### src/rtl/capture_period_meas.sv
// Edge-to-edge period capture with missing-tooth gap detection and timer overflow tracking.
module capture_period_meas #(
    parameter int unsigned WIDTH  = 24,
    parameter int unsigned TCNT_W = 8
) (
    input  logic              clk,
    input  logic              rst,
    input  logic              ena,
    input  logic              edge_in,
    output logic [WIDTH-1:0]  period,
    output logic [WIDTH-1:0]  period_prev,
    output logic              cap_stb,
    output logic              valid,
    output logic              gap,
    output logic [TCNT_W-1:0] tooth_cnt,
    output logic              ovf
);

    typedef enum logic [1:0] {
        IDLE = 2'd0,
        ARM  = 2'd1,
        RUN  = 2'd2,
        OVF  = 2'd3
    } state_t;

    localparam logic [WIDTH-1:0]  TIMER_ONE = WIDTH'(1);
    localparam logic [WIDTH-1:0]  TIMER_MAX = '1;
    localparam logic [TCNT_W-1:0] TCNT_MAX  = '1;

    state_t              state;
    state_t              state_nxt;
    logic [WIDTH-1:0]    timer;
    logic [WIDTH-1:0]    timer_nxt;
    logic [WIDTH-1:0]    period_nxt;
    logic [WIDTH-1:0]    period_prev_nxt;
    logic                cap_stb_nxt;
    logic                valid_nxt;
    logic                gap_nxt;
    logic [TCNT_W-1:0]   tooth_cnt_nxt;
    logic [TCNT_W-1:0]   tooth_inc;
    logic                ovf_nxt;
    logic                prev_vld;
    logic                prev_vld_nxt;
    logic [WIDTH:0]      gap_thr;
    logic                is_gap;

    // State and datapath registers; async active-low reset clears all history.
    always_ff @(posedge clk or negedge rst) begin
        if (!rst) begin
            state       <= IDLE;
            timer       <= '0;
            period      <= '0;
            period_prev <= '0;
            cap_stb     <= 1'b0;
            valid       <= 1'b0;
            gap         <= 1'b0;
            tooth_cnt   <= '0;
            ovf         <= 1'b0;
            prev_vld    <= 1'b0;
        end else begin
            state       <= state_nxt;
            timer       <= timer_nxt;
            period      <= period_nxt;
            period_prev <= period_prev_nxt;
            cap_stb     <= cap_stb_nxt;
            valid       <= valid_nxt;
            gap         <= gap_nxt;
            tooth_cnt   <= tooth_cnt_nxt;
            ovf         <= ovf_nxt;
            prev_vld    <= prev_vld_nxt;
        end
    end

    // Next-state, timer, capture and gap logic; strobes default low so they last one cycle.
    always_comb begin
        state_nxt       = state;
        timer_nxt       = timer;
        period_nxt      = period;
        period_prev_nxt = period_prev;
        cap_stb_nxt     = 1'b0;
        gap_nxt         = 1'b0;
        tooth_cnt_nxt   = tooth_cnt;
        ovf_nxt         = ovf;
        prev_vld_nxt    = prev_vld;

        // 1.5x the last period, kept one bit wider so the sum never wraps
        gap_thr   = {1'b0, period} + {2'b00, period[WIDTH-1:1]};
        is_gap    = prev_vld && ({1'b0, timer} >= gap_thr);
        tooth_inc = (tooth_cnt == TCNT_MAX) ? tooth_cnt : tooth_cnt + TCNT_W'(1);

        if (ena) begin
            case (state)
                IDLE: begin
                    timer_nxt = '0;
                    if (edge_in) begin
                        state_nxt = ARM;
                        timer_nxt = TIMER_ONE;
                    end
                end
                ARM: begin
                    if (edge_in) begin
                        state_nxt     = RUN;
                        period_nxt    = timer;
                        timer_nxt     = TIMER_ONE;
                        cap_stb_nxt   = 1'b1;
                        prev_vld_nxt  = 1'b1;
                        tooth_cnt_nxt = tooth_inc;
                    end else if (timer == TIMER_MAX) begin
                        state_nxt    = OVF;
                        ovf_nxt      = 1'b1;
                        prev_vld_nxt = 1'b0;
                    end else begin
                        timer_nxt = timer + WIDTH'(1);
                    end
                end
                RUN: begin
                    if (edge_in) begin
                        period_prev_nxt = period;
                        period_nxt      = timer;
                        timer_nxt       = TIMER_ONE;
                        cap_stb_nxt     = 1'b1;
                        if (is_gap) begin
                            gap_nxt       = 1'b1;
                            tooth_cnt_nxt = '0;
                        end else begin
                            tooth_cnt_nxt = tooth_inc;
                        end
                    end else if (timer == TIMER_MAX) begin
                        state_nxt    = OVF;
                        ovf_nxt      = 1'b1;
                        prev_vld_nxt = 1'b0;
                    end else begin
                        timer_nxt = timer + WIDTH'(1);
                    end
                end
                OVF: begin
                    if (edge_in) begin
                        state_nxt     = ARM;
                        ovf_nxt       = 1'b0;
                        timer_nxt     = TIMER_ONE;
                        tooth_cnt_nxt = '0;
                    end
                end
                default: begin
                    state_nxt = IDLE;
                end
            endcase
        end

        valid_nxt = (state_nxt == RUN);
    end

endmodule

### config.mk
export PLATFORM = sky130hd
export DESIGN_NAME = capture_period_meas
export DESIGN_NICKNAME = d
export VERILOG_FILES = /design/src/rtl/capture_period_meas.sv
export SDC_FILE = /design/constraint.sdc
export NUM_CORES = 1
export LEC_CHECK = 0
export ABC_AREA = 1
export CORE_MARGIN = 1
export CORE_UTILIZATION = 45
export CTS_BUF_LIST = sky130_fd_sc_hd__clkbuf_4
export DETAILED_ROUTE_END_ITERATION = 12
export DONT_BUFFER_PORTS = 1
export GPL_TIMING_DRIVEN = 0
export PLACE_DENSITY = 0.58
export SLEW_MARGIN = 20
export SYNTH_ARGS = -nofsm -noshare
export SYNTH_HDL_FRONTEND = slang
export SYNTH_SLANG_ARGS = --single-unit
### constraint.sdc
create_clock -name clk -period 6.84 [get_ports clk]
set_clock_uncertainty 0.2 [all_clocks]
set_input_delay 1.368 -clock clk [delete_from_list [all_inputs] [get_ports clk]]
set_output_delay 1.368 -clock clk [all_outputs]
set_load 0.005 [all_outputs]
# After elaboration in Yosys (flattened, before gate mapping)

Cells that the tools add are included.

Register bits: 87
Bits in latches: 0
RAM bits: 0
Memory bits (read-only): 0
Input port bits: 4
Output and inout bits: 60
Logic and storage cells: 72
Memories: 0

Add/subtract/negate cells: 3
$mul: 0
Divide/modulo/power cells: 0
Magnitude comparators: 1
Equality and inequality tests: 13
Shift-type cells: 0
Muxes and demuxes: 32
Bitwise gates (word level): 0
Reduce and logical (&&, ||, !) cells: 13

Operators with widths:

| cell                  | count |
|---|---|
| $mux 24               | 3 |
| $pmux 24 s3           | 1 |
| $mux 8                | 5 |
| $add 24x23->25        | 1 |
| $ge 24x25->1          | 1 |
| $add 24x1->24 const B | 1 |
| $eq 24x24->1 const B  | 1 |
| $pmux 8 s3            | 1 |
| $mux 1                | 14 |
| $reduce_and 3->1      | 4 |
| $mux 2                | 5 |
| $ne 2x2->1 const B    | 5 |
| $reduce_and 5->1      | 2 |
| $add 8x1->8 const B   | 1 |
| $eq 8x8->1 const B    | 1 |
| $eq 2x2->1 const B    | 3 |
| $pmux 2 s3            | 1 |
| $pmux 1 s2            | 2 |
| $reduce_bool 2->1     | 2 |
| $reduce_or 2->1       | 2 |
| $ne 3x3->1 const B    | 1 |
| $reduce_bool 3->1     | 1 |
| $eq 2x1->1 const B    | 1 |
| $logic_not 2->1       | 1 |
| other kinds (2)       | 2 |

# Logic depth before layout (Yosys ltp)

Depth in word-level cells: 7
Mapped depth: 28
Gate-level depth less buffers: 28

# Worst setup path before layout

No wires, ideal clock.

Kind: reg-to-reg
Start point: reg period[1]
End point: reg tooth_cnt[0]
Setup time: 0.114 ns
Arrival: 3.294 ns
Data required time: 6.526 ns
Setup slack: 3.232 ns
Stages on the path, launching flop included: 27
Buffers on the path: 0
Clock period less this slack: 3.608 ns
Cell sequence: dfrtp_1 > ha_1 > inv_1 > fa_1 > o21ai_0 > nand2_1 > nand2_1 > a31oi_1 > o21bai_1 > a21oi_1 > xor2_1 > ha_1 > nand2_1 > nor2_1 > nand2_1 > nor2_1 > nand2_1 > nand2_1 > nand2_1 > nand2_1 > nand2_1 > nand2_1 > nand2_1 > nand2_1 > nand3_1 > nand2_1 > inv_1

Longest elaborated chain between the ends: 6

RTL lines:

| element                  | RTL line | text |
|---|---|---|
| start: declaration       | 10       | `output logic [WIDTH-1:0] period,` |
| start signal: assignment | 63       | `period <= period_nxt;` |
| $add 24x23->25           | 87       | `gap_thr = {1'b0, period} + {2'b00, period[WIDTH-1:1]};` |
| $ge 24x25->1             | 88       | `is_gap = prev_vld && ({1'b0, timer} >= gap_thr);` |
| $logic_and 1x1->1        | 88       |  |
| $mux 8                   | 122      | `if (is_gap) begin` |
| $mux 8                   | 117      | `if (edge_in) begin` |
| $pmux 8 s3               | 92       | `case (state)` |
| end signal: assignment   | 68       | `tooth_cnt <= tooth_cnt_nxt;` |
| end: declaration         | 15       | `output logic [TCNT_W-1:0] tooth_cnt,` |

No other way between the ends. The select of a mux whose other input is x is not followed.
A chain may end at the register's enable or synchronous reset.

# Worst setup path after layout

Start point: reg period[1]
End point: reg tooth_cnt[4]

Same word-level chain as after synthesis.

==> impl_metrics.yaml <==
critical_path:
  cp.depth: 26
  r2r_end: "tooth_cnt[4]"
  cp.required_ps: 7030
  rrSetupSlack_ps: 2370
  cpMostUsedCell: "nand2_1"
  crit_path_max_incr_delay_ps: 440
  cp_num_buf_inv: 2
  worstSetupPathType: "register to register"
  path_delay_family: "simple AND/OR/NAND/NOR gates"
  worst_ep_arrival_time_ps: 4660
  rr_worst_depth: 26
  rr_startpoint: "period[1]"
  crit_path_end_kind: "register"
  crit_path_top_delay_cell: "dfrtp_1"
  path_max_fanout: 5
  crit_path_start_kind: "register"
place:
  dpl.hpwl_mm: 10.5
  place.gp.congestion: 0.943
  dp_slack_ps: 2360
  numPortBuffers: 0
final_layout:
  area_growth_pct: 5.81
  drive_above_1_share_pct: 5.67
  final_common_cell: "nand2_1"
  fillCellCount: 1263
  antenna_cells: 0
  final_cell_mix: "nand2_1, inv_1, dfrtp_1"
  nNetsFinal: 815
  final_util_pct: 48.6
drt:
  drtAntennaViolNets: 0
  wl_met3_microns: 487
  drc: 2
  wl_met1_mm: 6.48
  first_iter_violations: 265
  drtPass1Iterations: 9
  wl_per_cell_microns: 14.6
  met2WireLength_mm: 6.29
  wl_mm: 13.6
  vias: 4853
  routed.top_layer: "met4"
  vias_per_cell: 5.21
job:
  cap_violations: 0
global_route:
  grt_pass1_wl_mm: 22.8
  antenna_found_initial: 0
  grt_overflow: 0
  grt_usage_pct: 22.2
  grt_max_degree: 88
  grt_pass1_vias: 4813
clocking:
  path_clk_slew_ps: 130
  postCtsResizedCells: 0
  cts_tree: "done"
  cts_sinks: 87
  htree_levels: 3
  insertion_delay_ps: 480
  cts_buffers: 9
  cts_hold_buffers: 0
  clockBufferDepth: 2
  cts_setup_buffers: 0
  cts-root-buf: "clkbuf_4"
sta:
  post-route-min-period_ps: 4470
  finalMaxSlewViolations: 0
  period_share_pct: 65.3
  worstMarginPinSlew_ps: 557
  worst_slack_ps: 2370
  slew-limit-headroom_pct: 62.9
  setup_tns_ps: 0
  max_freq_mhz: 224
  final-hold-violation-count: 0
  rsz0062_at_grt: "no"
  setup_viol: 0
die:
  die_h_microns: 115
  coreArea_sq_um: 12600
  row_count: 41
  die_w_microns: 115
  pin_count: 64
  initial_core_util_pct: 45.9
  fp.dieArea_sq_um: 13300
yosys:
  syn_area_sq_um: 5770
  synthCells: 744
  synth_top_area_share_pct: 37.7
  synth.distinct_cells: 45
  synth_nets: 804
  syn_avg_cell_area_sq_um: 7.76
  ys_warn_count: 0
  synth_top_area_cell: "dfrtp_1"
  synthTopCellsByArea: "dfrtp_1, ha_1, nand2_1"
  ys_seq_elements: 87
  yosysSeqAreaShare_pct: 37.7
status:
  violations: "DRC"
  status: "finished, violations left"
power_and_ir_drop:
  power.leakage_nw: 2.91
  p_per_area_nw_per_um2: 257
  ir_drop_v: 0.000137
worst_hold_path:
  hold_class: "register to register"
  hp-start: "period_prev[14]"
  min_path_cells: 2
  min_to: "period_prev[14]"
-- area by class of cell --
cell class,count,area (sq um),share of cell area (%)
Clock inverter,6,52.6,0.860
Buffer,14,76.3,1.25
Clock buffer,9,67.6,1.11
Tap cell,172,215,3.52
Inverter,105,395,6.47
Multi-Input combinational cell,538,3120,51.1
Sequential cell,87,2180,35.6
-- cell usage after synthesis (all sizes together) --
cell type,count
nand3b,1
clkinv,2
and3,1
nor3,13
nand3,29
o31ai,1
a2bb2oi,1
nor2,48
o21a,3
a21oi,54
dfrtp,87
xor2,19
a31oi,5
o311ai,1
a21boi,1
o21bai,8
clkbuf,11
nand2,186
a41oi,1
xnor2,11
ha,55
o211ai,1
inv,103
fa,1
a211oi,1
o21ai,82
or2,1
buf,3
nand4,8
nor4,4
a21o,2
-- stage by stage --
step                      hold WS, ps  cell area, sq um  cells  power [mW]
after floorplan                   253              5770    744        1.16
after global placement            280              5990    916        1.30
after detailed placement          301              5990    916        1.32
after CTS                         323              6110    931        1.60
after global routing              332              6110    931        1.73
final                             319              6110    931        1.57
-- kinds of logic after synthesis --
logic type,Yosys count,share of synthesized area (%)
buf+inv,119,8.17
xor+xnor,30,4.55
fa+ha+maj,56,12.3
simple gates,291,22.2
compound gates,161,15.1
flops,87,37.7
-- report_power, final --
part | leakage, nW | switching (mW) | internal (mW)
clock | 0.0620 | 0.174 | 0.105
sequential | 1.18 | 0.109 | 0.626
combinational | 1.66 | 0.352 | 0.206
total | 2.91 | 0.635 | 0.937
-- worst max path at each step --
stage	startpoint	end	slack, ps
global route	period[1]	tooth_cnt[0]	1890
global placement	period[1]	tooth_cnt[0]	2390
detailed placement	period[1]	tooth_cnt[4]	2360
finish	period[1]	tooth_cnt[4]	2370
floorplan	period[1]	tooth_cnt[0]	3230
CTS	period[1]	tooth_cnt[4]	2350
-- tightest hold or removal path, delay by kind of cell, from the launching register on --
family / cells / cell delay, ps
AND/OR/NAND/NOR: 1 / 50
AO/OA/AOI/OAI: 1 / 60
flip-flops: 1 / 380
-- sequential cells by signal, indices dropped and copies added, names as in the netlist --
register     count
period          24
period_prev     24
timer           24
tooth_cnt        8
state            2
cap_stb          1
gap              1
ovf              1
prev_vld         1
valid            1
-- per-layer routing --
layer | global-route usage [%] | up-vias
met5 | 0 | -
met1 | 28.5 | 2287
li1 | - | 2461
met3 | 3.69 | 17
met2 | 37.0 | 88
met4 | 9.61 | 0
Power figures use the tool's default switching activity.
